File: config.mk
export PLATFORM = sky130hd
export DESIGN_NAME = ascii_to_serial_flat
export DESIGN_NICKNAME = d
export VERILOG_FILES = /design/src/rtl/ascii_to_serial_if.sv /design/src/rtl/ascii_to_serial.sv /design/src/flat_wrapper.sv
export SDC_FILE = /design/constraint.sdc
export NUM_CORES = 1
export LEC_CHECK = 0
export CELL_PAD_IN_SITES_DETAIL_PLACEMENT = 0
export CELL_PAD_IN_SITES_GLOBAL_PLACEMENT = 1
export CORE_MARGIN = 10
export CORE_UTILIZATION = 43
export DETAILED_ROUTE_END_ITERATION = 16
export PLACE_DENSITY = 0.8
export SYNTH_ARGS = -nofsm -noshare
export SYNTH_HDL_FRONTEND = slang
export SYNTH_SLANG_ARGS = --single-unit
File: constraint.sdc
create_clock -name clk -period 2.04 [get_ports clk]
set_input_delay 0.204 -clock clk [delete_from_list [all_inputs] [get_ports clk]]
set_output_delay 0.204 -clock clk [all_outputs]
set_load 0.1 [all_outputs]
File: src/rtl/ascii_to_serial_if.sv
// rtl/ascii_to_serial_if.sv - producer-side byte/strobe handshake for the serial transmitter
interface ascii_to_serial_if;
  logic [7:0] in;
  logic       in_valid;
  logic       enter;
  logic       tab;
  logic       backspace;
  logic       in_ready;

  modport master (
    output in,
    output in_valid,
    output enter,
    output tab,
    output backspace,
    input  in_ready
  );

  modport slave (
    input  in,
    input  in_valid,
    input  enter,
    input  tab,
    input  backspace,
    output in_ready
  );
endinterface

File: src/rtl/ascii_to_serial.sv
// rtl/ascii_to_serial.sv - FIFO-buffered start/8N/stop serialiser; ASCII_TX_PARITY_EN adds an odd-parity bit
module ascii_to_serial #(
  parameter int FIFO_DEPTH = 4,
  parameter int BIT_CYCLES = 1
) (
  input  logic              clk,
  input  logic              reset,
  ascii_to_serial_if.slave  bus,
  output logic              data,
  output logic              busy
);

  localparam int PW = (FIFO_DEPTH > 1) ? $clog2(FIFO_DEPTH) : 1;
  localparam int CW = $clog2(FIFO_DEPTH) + 1;
  localparam int TW = (BIT_CYCLES > 1) ? $clog2(BIT_CYCLES) : 1;
  localparam logic [CW-1:0] FULL_COUNT = CW'(FIFO_DEPTH);
  localparam logic [TW-1:0] LAST_TICK  = TW'(BIT_CYCLES - 1);

`ifdef ASCII_TX_PARITY_EN
  typedef enum logic [2:0] {
    ST_IDLE   = 3'd0,
    ST_START  = 3'd1,
    ST_DATA   = 3'd2,
    ST_PARITY = 3'd3,
    ST_STOP   = 3'd4
  } state_t;
`else
  typedef enum logic [2:0] {
    ST_IDLE  = 3'd0,
    ST_START = 3'd1,
    ST_DATA  = 3'd2,
    ST_STOP  = 3'd3
  } state_t;
`endif

  state_t          state_q, state_d;
  logic [7:0]      shift_q, shift_d;
  logic [TW-1:0]   timer_q, timer_d;
  logic [2:0]      bit_q, bit_d;
  logic [PW-1:0]   wr_ptr_q, wr_ptr_d;
  logic [PW-1:0]   rd_ptr_q, rd_ptr_d;
  logic [CW-1:0]   count_q, count_d;
  logic            in_ready_q, in_ready_d;
  logic            data_q, data_d;
`ifdef ASCII_TX_PARITY_EN
  logic            parity_q, parity_d;
`endif
  logic [7:0]      mem_q [FIFO_DEPTH];

  logic [7:0]      push_byte;
  logic            push_req;
  logic            push;
  logic            pop;
  logic            tick_last;
  logic            fifo_nonempty;
  logic [7:0]      head_byte;

  // Strobes outrank the character; a null character is not a request at all.
  always_comb begin
    push_byte = 8'h00;
    push_req  = 1'b0;
    if (bus.enter) begin
      push_byte = 8'd13;
      push_req  = 1'b1;
    end else if (bus.tab) begin
      push_byte = 8'd9;
      push_req  = 1'b1;
    end else if (bus.backspace) begin
      push_byte = 8'd8;
      push_req  = 1'b1;
    end else if (bus.in_valid && (bus.in != 8'h00)) begin
      push_byte = bus.in;
      push_req  = 1'b1;
    end
  end

  assign push          = push_req & in_ready_q;
  assign tick_last     = (timer_q == LAST_TICK);
  assign fifo_nonempty = (count_q != '0);
  assign head_byte     = mem_q[rd_ptr_q];

  always_comb begin
    state_d  = state_q;
    shift_d  = shift_q;
    bit_d    = bit_q;
    pop      = 1'b0;
    timer_d  = tick_last ? '0 : timer_q + TW'(1);
`ifdef ASCII_TX_PARITY_EN
    parity_d = parity_q;
`endif
    case (state_q)
      ST_IDLE: begin
        timer_d = '0;
        if (fifo_nonempty) begin
          pop     = 1'b1;
          shift_d = head_byte;
`ifdef ASCII_TX_PARITY_EN
          parity_d = ~^head_byte;
`endif
          state_d = ST_START;
        end
      end
      ST_START: begin
        if (tick_last) begin
          state_d = ST_DATA;
          bit_d   = 3'd0;
        end
      end
      ST_DATA: begin
        if (tick_last) begin
          shift_d = {1'b0, shift_q[7:1]};
          if (bit_q == 3'd7) begin
`ifdef ASCII_TX_PARITY_EN
            state_d = ST_PARITY;
`else
            state_d = ST_STOP;
`endif
          end else begin
            bit_d = bit_q + 3'd1;
          end
        end
      end
`ifdef ASCII_TX_PARITY_EN
      ST_PARITY: begin
        if (tick_last) state_d = ST_STOP;
      end
`endif
      ST_STOP: begin
        // Chain straight into the next start bit when more bytes are waiting.
        if (tick_last) begin
          if (fifo_nonempty) begin
            pop     = 1'b1;
            shift_d = head_byte;
`ifdef ASCII_TX_PARITY_EN
            parity_d = ~^head_byte;
`endif
            state_d = ST_START;
          end else begin
            state_d = ST_IDLE;
          end
        end
      end
      default: state_d = ST_IDLE;
    endcase
  end

  // The line level is derived from the next state so the output stays a flop.
  always_comb begin
    data_d = 1'b1;
    case (state_d)
      ST_START:  data_d = 1'b0;
      ST_DATA:   data_d = shift_d[0];
`ifdef ASCII_TX_PARITY_EN
      ST_PARITY: data_d = parity_d;
`endif
      default:   data_d = 1'b1;
    endcase
  end

  always_comb begin
    wr_ptr_d   = push ? wr_ptr_q + PW'(1) : wr_ptr_q;
    rd_ptr_d   = pop  ? rd_ptr_q + PW'(1) : rd_ptr_q;
    count_d    = count_q + CW'(push) - CW'(pop);
    in_ready_d = (count_d != FULL_COUNT);
  end

  always_ff @(posedge clk) begin
    if (reset) begin
      state_q    <= ST_IDLE;
      shift_q    <= 8'h00;
      timer_q    <= '0;
      bit_q      <= 3'd0;
      wr_ptr_q   <= '0;
      rd_ptr_q   <= '0;
      count_q    <= '0;
      in_ready_q <= 1'b1;
      data_q     <= 1'b1;
`ifdef ASCII_TX_PARITY_EN
      parity_q   <= 1'b0;
`endif
    end else begin
      state_q    <= state_d;
      shift_q    <= shift_d;
      timer_q    <= timer_d;
      bit_q      <= bit_d;
      wr_ptr_q   <= wr_ptr_d;
      rd_ptr_q   <= rd_ptr_d;
      count_q    <= count_d;
      in_ready_q <= in_ready_d;
      data_q     <= data_d;
`ifdef ASCII_TX_PARITY_EN
      parity_q   <= parity_d;
`endif
    end
  end

  always_ff @(posedge clk) begin
    if (push) mem_q[wr_ptr_q] <= push_byte;
  end

  assign bus.in_ready = in_ready_q;
  assign data         = data_q;
  assign busy         = (state_q != ST_IDLE) | fifo_nonempty;

endmodule
File: src/flat_wrapper.sv
// flat-port wrapper written by rule: the top's interface ports become plain ports
module ascii_to_serial_flat 
#(
  parameter int FIFO_DEPTH = 4,
  parameter int BIT_CYCLES = 1
)
  (clk, reset, data, busy, bus_in, bus_in_valid, bus_enter, bus_tab, bus_backspace, bus_in_ready);
  ascii_to_serial_if bus_i ();
  input  logic clk;
  input  logic reset;
  output logic data;
  output logic busy;
  input wire logic [$bits(bus_i.in)-1:0] bus_in;
  input wire logic [$bits(bus_i.in_valid)-1:0] bus_in_valid;
  input wire logic [$bits(bus_i.enter)-1:0] bus_enter;
  input wire logic [$bits(bus_i.tab)-1:0] bus_tab;
  input wire logic [$bits(bus_i.backspace)-1:0] bus_backspace;
  output wire logic [$bits(bus_i.in_ready)-1:0] bus_in_ready;
  assign bus_i.in = bus_in;
  assign bus_i.in_valid = bus_in_valid;
  assign bus_i.enter = bus_enter;
  assign bus_i.tab = bus_tab;
  assign bus_i.backspace = bus_backspace;
  assign bus_in_ready = bus_i.in_ready;
  ascii_to_serial #(.FIFO_DEPTH(FIFO_DEPTH), .BIT_CYCLES(BIT_CYCLES)) u_core (.clk(clk), .reset(reset), .bus(bus_i), .data(data), .busy(busy));
endmodule
### Yosys cells after proc, flatten, opt, wreduce, memory -nomap -nowiden

Memories as Yosys holds them, arrays and structs flattened. A register that Yosys moved wholly into a read port is not among the register bits.
Index checks and enable logic that the tools add are counted.

| word-level totals | value |
|---|---|
| flip-flop bits (word level) | 24 |
| memory bits (writable) | 32 |
| output and inout port bits | 3 |
| word-level logic and storage cells | 72 |
| memories kept | 1 |

| cells by class | value |
|---|---|
| add/sub/neg operators | 6 |
| equal/unequal tests | 11 |
| multiplexer cells | 31 |
| bitwise operators | 3 |
| reduce and logical (&&, ||, !) cells | 10 |

Memories:

| name | words | width | rd ports | clocked after memory_dff | write ports | RTL line | RTL |
|---|---|---|---|---|---|---|---|
| u_core.mem_q | 4 | 8 | 1 | 1 | 1 | ascii_to_serial.sv:48 | `logic [7:0] mem_q [FIFO_DEPTH];` |

Operators with widths:

| operator | number |
|---|---|
| $mux W8 | 7 |
| $mux W3 | 8 |
| $pmux W8 S3 | 1 |
| $pmux W3 S4 | 1 |
| $eq A3 B2 Y1 const B | 3 |
| $mux W1 | 9 |
| $reduce_bool A3 Y1 | 3 |
| $ne A2 B2 Y1 const B | 4 |
| $reduce_bool A8 Y1 | 1 |
| $eq A3 B1 Y1 const B | 2 |
| $pmux W3 S2 | 1 |
| $add A2 B1 Y2 const B | 2 |
| $mux W2 | 2 |
| $pmux W1 S2 | 2 |
| $reduce_and A4 Y1 | 1 |
| $add A3 B1 Y3 | 1 |
| $add A3 B1 Y3 const B | 1 |
| $eq A3 B3 Y1 const B | 1 |
| $logic_not A3 Y1 | 1 |
| $ne A3 B3 Y1 const B | 1 |
| $reduce_and A3 Y1 | 1 |
| $reduce_or A3 Y1 | 1 |
| $sub A3 B1 Y3 | 1 |
| $reduce_bool A2 Y1 | 1 |
| other kinds (5) | 5 |

### Longest topological paths before layout

| depth | value |
|---|---|
| depth in word-level cells | 10 |
| mapped depth | 11 |
| depth with buffers taken out | 10 |

### Worst setup path before layout

OpenSTA, ideal clock, no wires.

| timing | value |
|---|---|
| path type | register -> register |
| from | reg u_core.count_q[0] |
| to | reg u_core.in_ready_q (netlist: u_core.bus.in_ready) |
| arrival time | 2141 ps |
| required time | 1923 ps |
| setup slack | -218 ps |
| cell stages (with the launch flop) | 12 |
| cells stage by stage | dfxtp_1 or3_1 clkbuf_1 o21ai_2 inv_1 ha_1 inv_1 ha_1 fa_1 xnor2_1 nor2_1 nand2_1 |

| on the way | value |
|---|---|
| longest elaborated chain between the ends | 6 |

Ends and longest elaborated chain:

| what | RTL line | RTL |
|---|---|---|
| start, declared | ascii_to_serial.sv:42 | `logic [CW-1:0] count_q, count_d;` |
| start signal, assigned | ascii_to_serial.sv:188 | `count_q <= count_d;` |
| $reduce_bool A3 Y1 (*) | ascii_to_serial.sv:79 | `assign fifo_nonempty = (count_q != '0);` |
| $mux W1 (*) | ascii_to_serial.sv:94, ascii_to_serial.sv:131 |  |
| $mux W1 | ascii_to_serial.sv:130 | `if (tick_last) begin` |
| $pmux W1 S2 (*) | ascii_to_serial.sv:91 | `case (state_q)` |
| via u_core.pop | ascii_to_serial.sv:53 | `logic pop;` |
| $sub A3 B1 Y3 (*) | ascii_to_serial.sv:163 | `count_d = count_q + CW'(push) - CW'(pop);` |
| $ne A3 B3 Y1 (*) | ascii_to_serial.sv:164 | `in_ready_d = (count_d != FULL_COUNT);` |
| end signal, assigned | ascii_to_serial.sv:189 | `in_ready_q <= in_ready_d;` |
| end, declared | ascii_to_serial.sv:43 | `logic in_ready_q, in_ready_d;` |

The timed path passes the listed nets; every way through them passes the cells marked *.
A chain may end at the register's enable or synchronous reset.

### Final worst setup path

| timing | value |
|---|---|
| from | reg u_core.count_q[1] |
| to | reg u_core.in_ready_q (netlist: u_core.bus.in_ready) |

Same word-level chain as after synthesis.

==> flow_summary_export.csv <==
group,metric,value,unit
cts,clock-root-buffer,"clkbuf_8",
cts,clock-sinks,58,
critical_path,path_class,"flop to flop",
cts,clockBufferDepth,2,
yosys,synthCells,210,
finish,diodes,0,
yosys,ys_types,47,
grt,overflow,0,
route,viasPerCell,5.18,
critical_path,cp.required,2270,ps
route,drcViolationCount,0,
critical_path,critical_path_arrival,2320,ps
sta,slew_violations,0,
yosys,synth-main-ff-cell,"edfxtp_1",
route,drt_iter0_drc,151,
placement,gp_congestion,0.765,
yosys,synth_edf_count,32,
critical_path,startpoint_type,"flop",
floorplan,core_area,5890,sq um
worst_hold_path,hp-class,"flop to flop",
route,wl_per_cell,15.1,microns
sta,period_share,1.02,
sta,setup_ws,-48.6,ps
power_and_ir_drop,power,4.73,mW
placement,hpwl,3.60,mm
grt,grt_max_degree,19,
grt,grt_pass1_vias,1750,
floorplan,num_rows,28,
cts,cts_inserted_buffers,9,
floorplan,die_w,97.8,microns
yosys,yosys_register_bits,58,
sta,finalSetupViolations,1,
finish,fin_util,0.566,
power_and_ir_drop,power.density,1420,nW/um^2
critical_path,crit_slowest_cell,"or3_4",
route,vias,1705,
sta,fmax,479,MHz
yosys,syn_avg_cell_area,12.4,sq um
route,antenna_left,0,
yosys,syn_area,2600,sq um
cts,cts_tree,"yes",
sta,clock_skew,10.7,ps
floorplan,initial_core_util,0.442,
cts,cts-hold-fix-buffers,0,
sta,fin_crit,2090,ps
sta,fin_hold_ws,457,ps
grt,grt.total_usage,0.108,
power_and_ir_drop,p_leak,1.26,nW
floorplan,ios,17,
floorplan,dieArea,9560,sq um
critical_path,end_kind,"flop",
job,maxCapViolCount,0,
cts,h-tree-depth,3,
cts,clk_latency,340,ps
grt,antenna_found_initial,0,
route,drtPass1Iterations,4,
run_status,violations,"negative setup slack",
critical_path,path_delay_family,"adder cells",
power_and_ir_drop,irDropWorstVdd,1.16,mV
grt,grt_pass1_wl,8.41,mm
cts,clk_pin_slew,70,ps
yosys,synth-async-reset-ratio,0,
sta,hold_violations,0,
finish,drive_above_1_share,0.291,
critical_path,critPathBufInv,2,
run_status,outcome,"complete, but fails checks",
route,wirelength,4.98,mm
yosys,ys_seq_area_frac,0.570,
critical_path,max_stage_delay,400,ps
critical_path,cp_cell_sequence,"or3_4 -> o21ai_4 -> inv_2 -> ha_4 -> inv_2 -> ha_4 -> fa_2 -> xnor2_2 -> nor2_2 -> nand2_1",
sta,rsz0062_at_grt,"true",
finish,area_growth,28.1,%
placement,port-buffer-count,16,
finish,layout.nets,272,
critical_path,crit_fanout,2,
yosys,synth_warnings,0,
floorplan,die_y,97.8,microns
[per-stage QoR]
step	TNS (ps)	setup WS, ps	instances	area (sq um)
floorplan	-254	-108	211	2630
global placement	-6010	-312	311	2980
detailed placement	-6570	-367	311	2980
CTS	-56.7	-47.4	327	3270
global route	-194	-142	329	3330
finish	-48.6	-48.6	329	3330
[cell usage after synthesis, types with 2 or more instances]
| cell | n | share of area |
|---|---|---|
| a21oi_1 | 8 | 0.015 |
| ha_1 | 8 | 0.039 |
| nor2b_1 | 6 | 0.014 |
| a22oi_1 | 2 | 0.0058 |
| and2_1 | 4 | 0.0096 |
| o21ai_1 | 3 | 0.0058 |
| nor3b_1 | 3 | 0.0087 |
| a211o_1 | 2 | 0.0067 |
| dfxtp_1 | 26 | 0.20 |
| a21o_1 | 3 | 0.0087 |
| o221a_2 | 4 | 0.017 |
| nor3_1 | 3 | 0.0058 |
| buf_2 | 2 | 0.0039 |
| edfxtp_1 | 32 | 0.37 |
| or3_1 | 2 | 0.0048 |
| nand2_1 | 12 | 0.017 |
| nor2_1 | 20 | 0.029 |
| o211ai_1 | 2 | 0.0058 |
| o2111ai_1 | 2 | 0.0067 |
| clkbuf_1 | 8 | 0.012 |
| xnor2_1 | 3 | 0.010 |
| o21ai_2 | 2 | 0.0067 |
| o21ai_0 | 2 | 0.0039 |
| nor3_2 | 2 | 0.0077 |
| mux4_2 | 8 | 0.069 |
| xor2_1 | 2 | 0.0067 |
| and3_1 | 6 | 0.014 |
| inv_1 | 9 | 0.013 |
| a31oi_1 | 2 | 0.0048 |
| nand2b_1 | 4 | 0.0096 |
| or3b_1 | 2 | 0.0067 |
[state kept, by name (all words and copies together), names as in the netlist, named ones only]
register,count
u_core.shift_q,8
u_core.bit_q,3
u_core.wr_ptr_q,2
u_core.timer_q,1
u_core.state_q,3
u_core.rd_ptr_q,2
u_core.bus.in_ready,1
u_core.count_q,3
u_core.mem_q,32
u_core.data,1
[power by group]
part / switching, mW / total [mW] / internal [mW]
sequential: 0.123 / 1.72 / 1.59
combinational: 0.820 / 1.53 / 0.709
clock: 0.451 / 1.49 / 1.04
[cell type report]
cell class / count / area (sq um)
repair buffers: 37 / 323
clock inverters: 4 / 120
clock buffers: 12 / 165
multi-input cells: 134 / 1110
well taps: 75 / 93.8
fillers: 494 / 2550
inverters: 9 / 33.8
flip-flops and latches: 58 / 1490
[layer usage]
metal	share of wire	GRT usage
met5	0	0
met4	0.015	0.0436
met3	0.031	0.0388
met2	0.50	0.169
met1	0.45	0.133
[tightest hold or removal path, stage by stage, from the launching register on]
cell and delay [ps]:
dfxtp_1 310, nand2_1 50, a21oi_1 50
[final timing paths]
kind / from / to / slack [ps] / depth (start not counted)
setup / recovery: u_core.count_q[1] / u_core.bus.in_ready / -50 / 10
setup reg to reg: u_core.count_q[1] / u_core.bus.in_ready / -50 / 10
hold / removal: u_core.bit_q[1] / u_core.bit_q[1] / 460 / 2
hold reg to reg: u_core.bit_q[1] / u_core.bit_q[1] / 460 / 2
[kinds of logic (layout without fill, tap and decap cells)]
| logic type | Yosys count | in the layout | synth area share |
|---|---|---|---|
| fa+ha+maj | 9 | 9 | 0.0462 |
| simple gates | 71 | 71 | 0.154 |
| other cells | 1 | 2 | 0.00144 |
| flops | 58 | 58 | 0.570 |
| mux | 10 | 10 | 0.0789 |
| compound gates | 37 | 37 | 0.105 |
| buf+inv | 19 | 62 | 0.0284 |
| xor+xnor | 5 | 5 | 0.0168 |
[cell usage in the layout, fill, tap and decap left out, types with 3 or more instances in the layout]
cell             instances
clkdlybuf4s50_1         13
dfxtp_2                  3
nor2b_1                  6
o221a_2                  4
edfxtp_1                32
a21o_1                   3
and2_1                   4
and3_1                   6
dfxtp_1                 23
buf_4                   23
ha_1                     6
inv_1                    7
nor3_1                   3
nand2b_1                 4
a21oi_1                  8
o21ai_1                  3
clkbuf_8                12
bufinv_16                4
nor3b_1                  3
nand2_1                 12
nor2_1                  19
mux4_2                   8
[repair_timing]
| item | CTS | global route |
|---|---|---|
| resized for setup | 1 | 10 |
| gates cloned | 0 | 0 |
| pin swaps | 0 | 7 |
| setup endpoints to repair | 3 | 3 |
| setup buffers | 0 | 2 |
No activity file was read; power rests on OpenSTA's default activity.
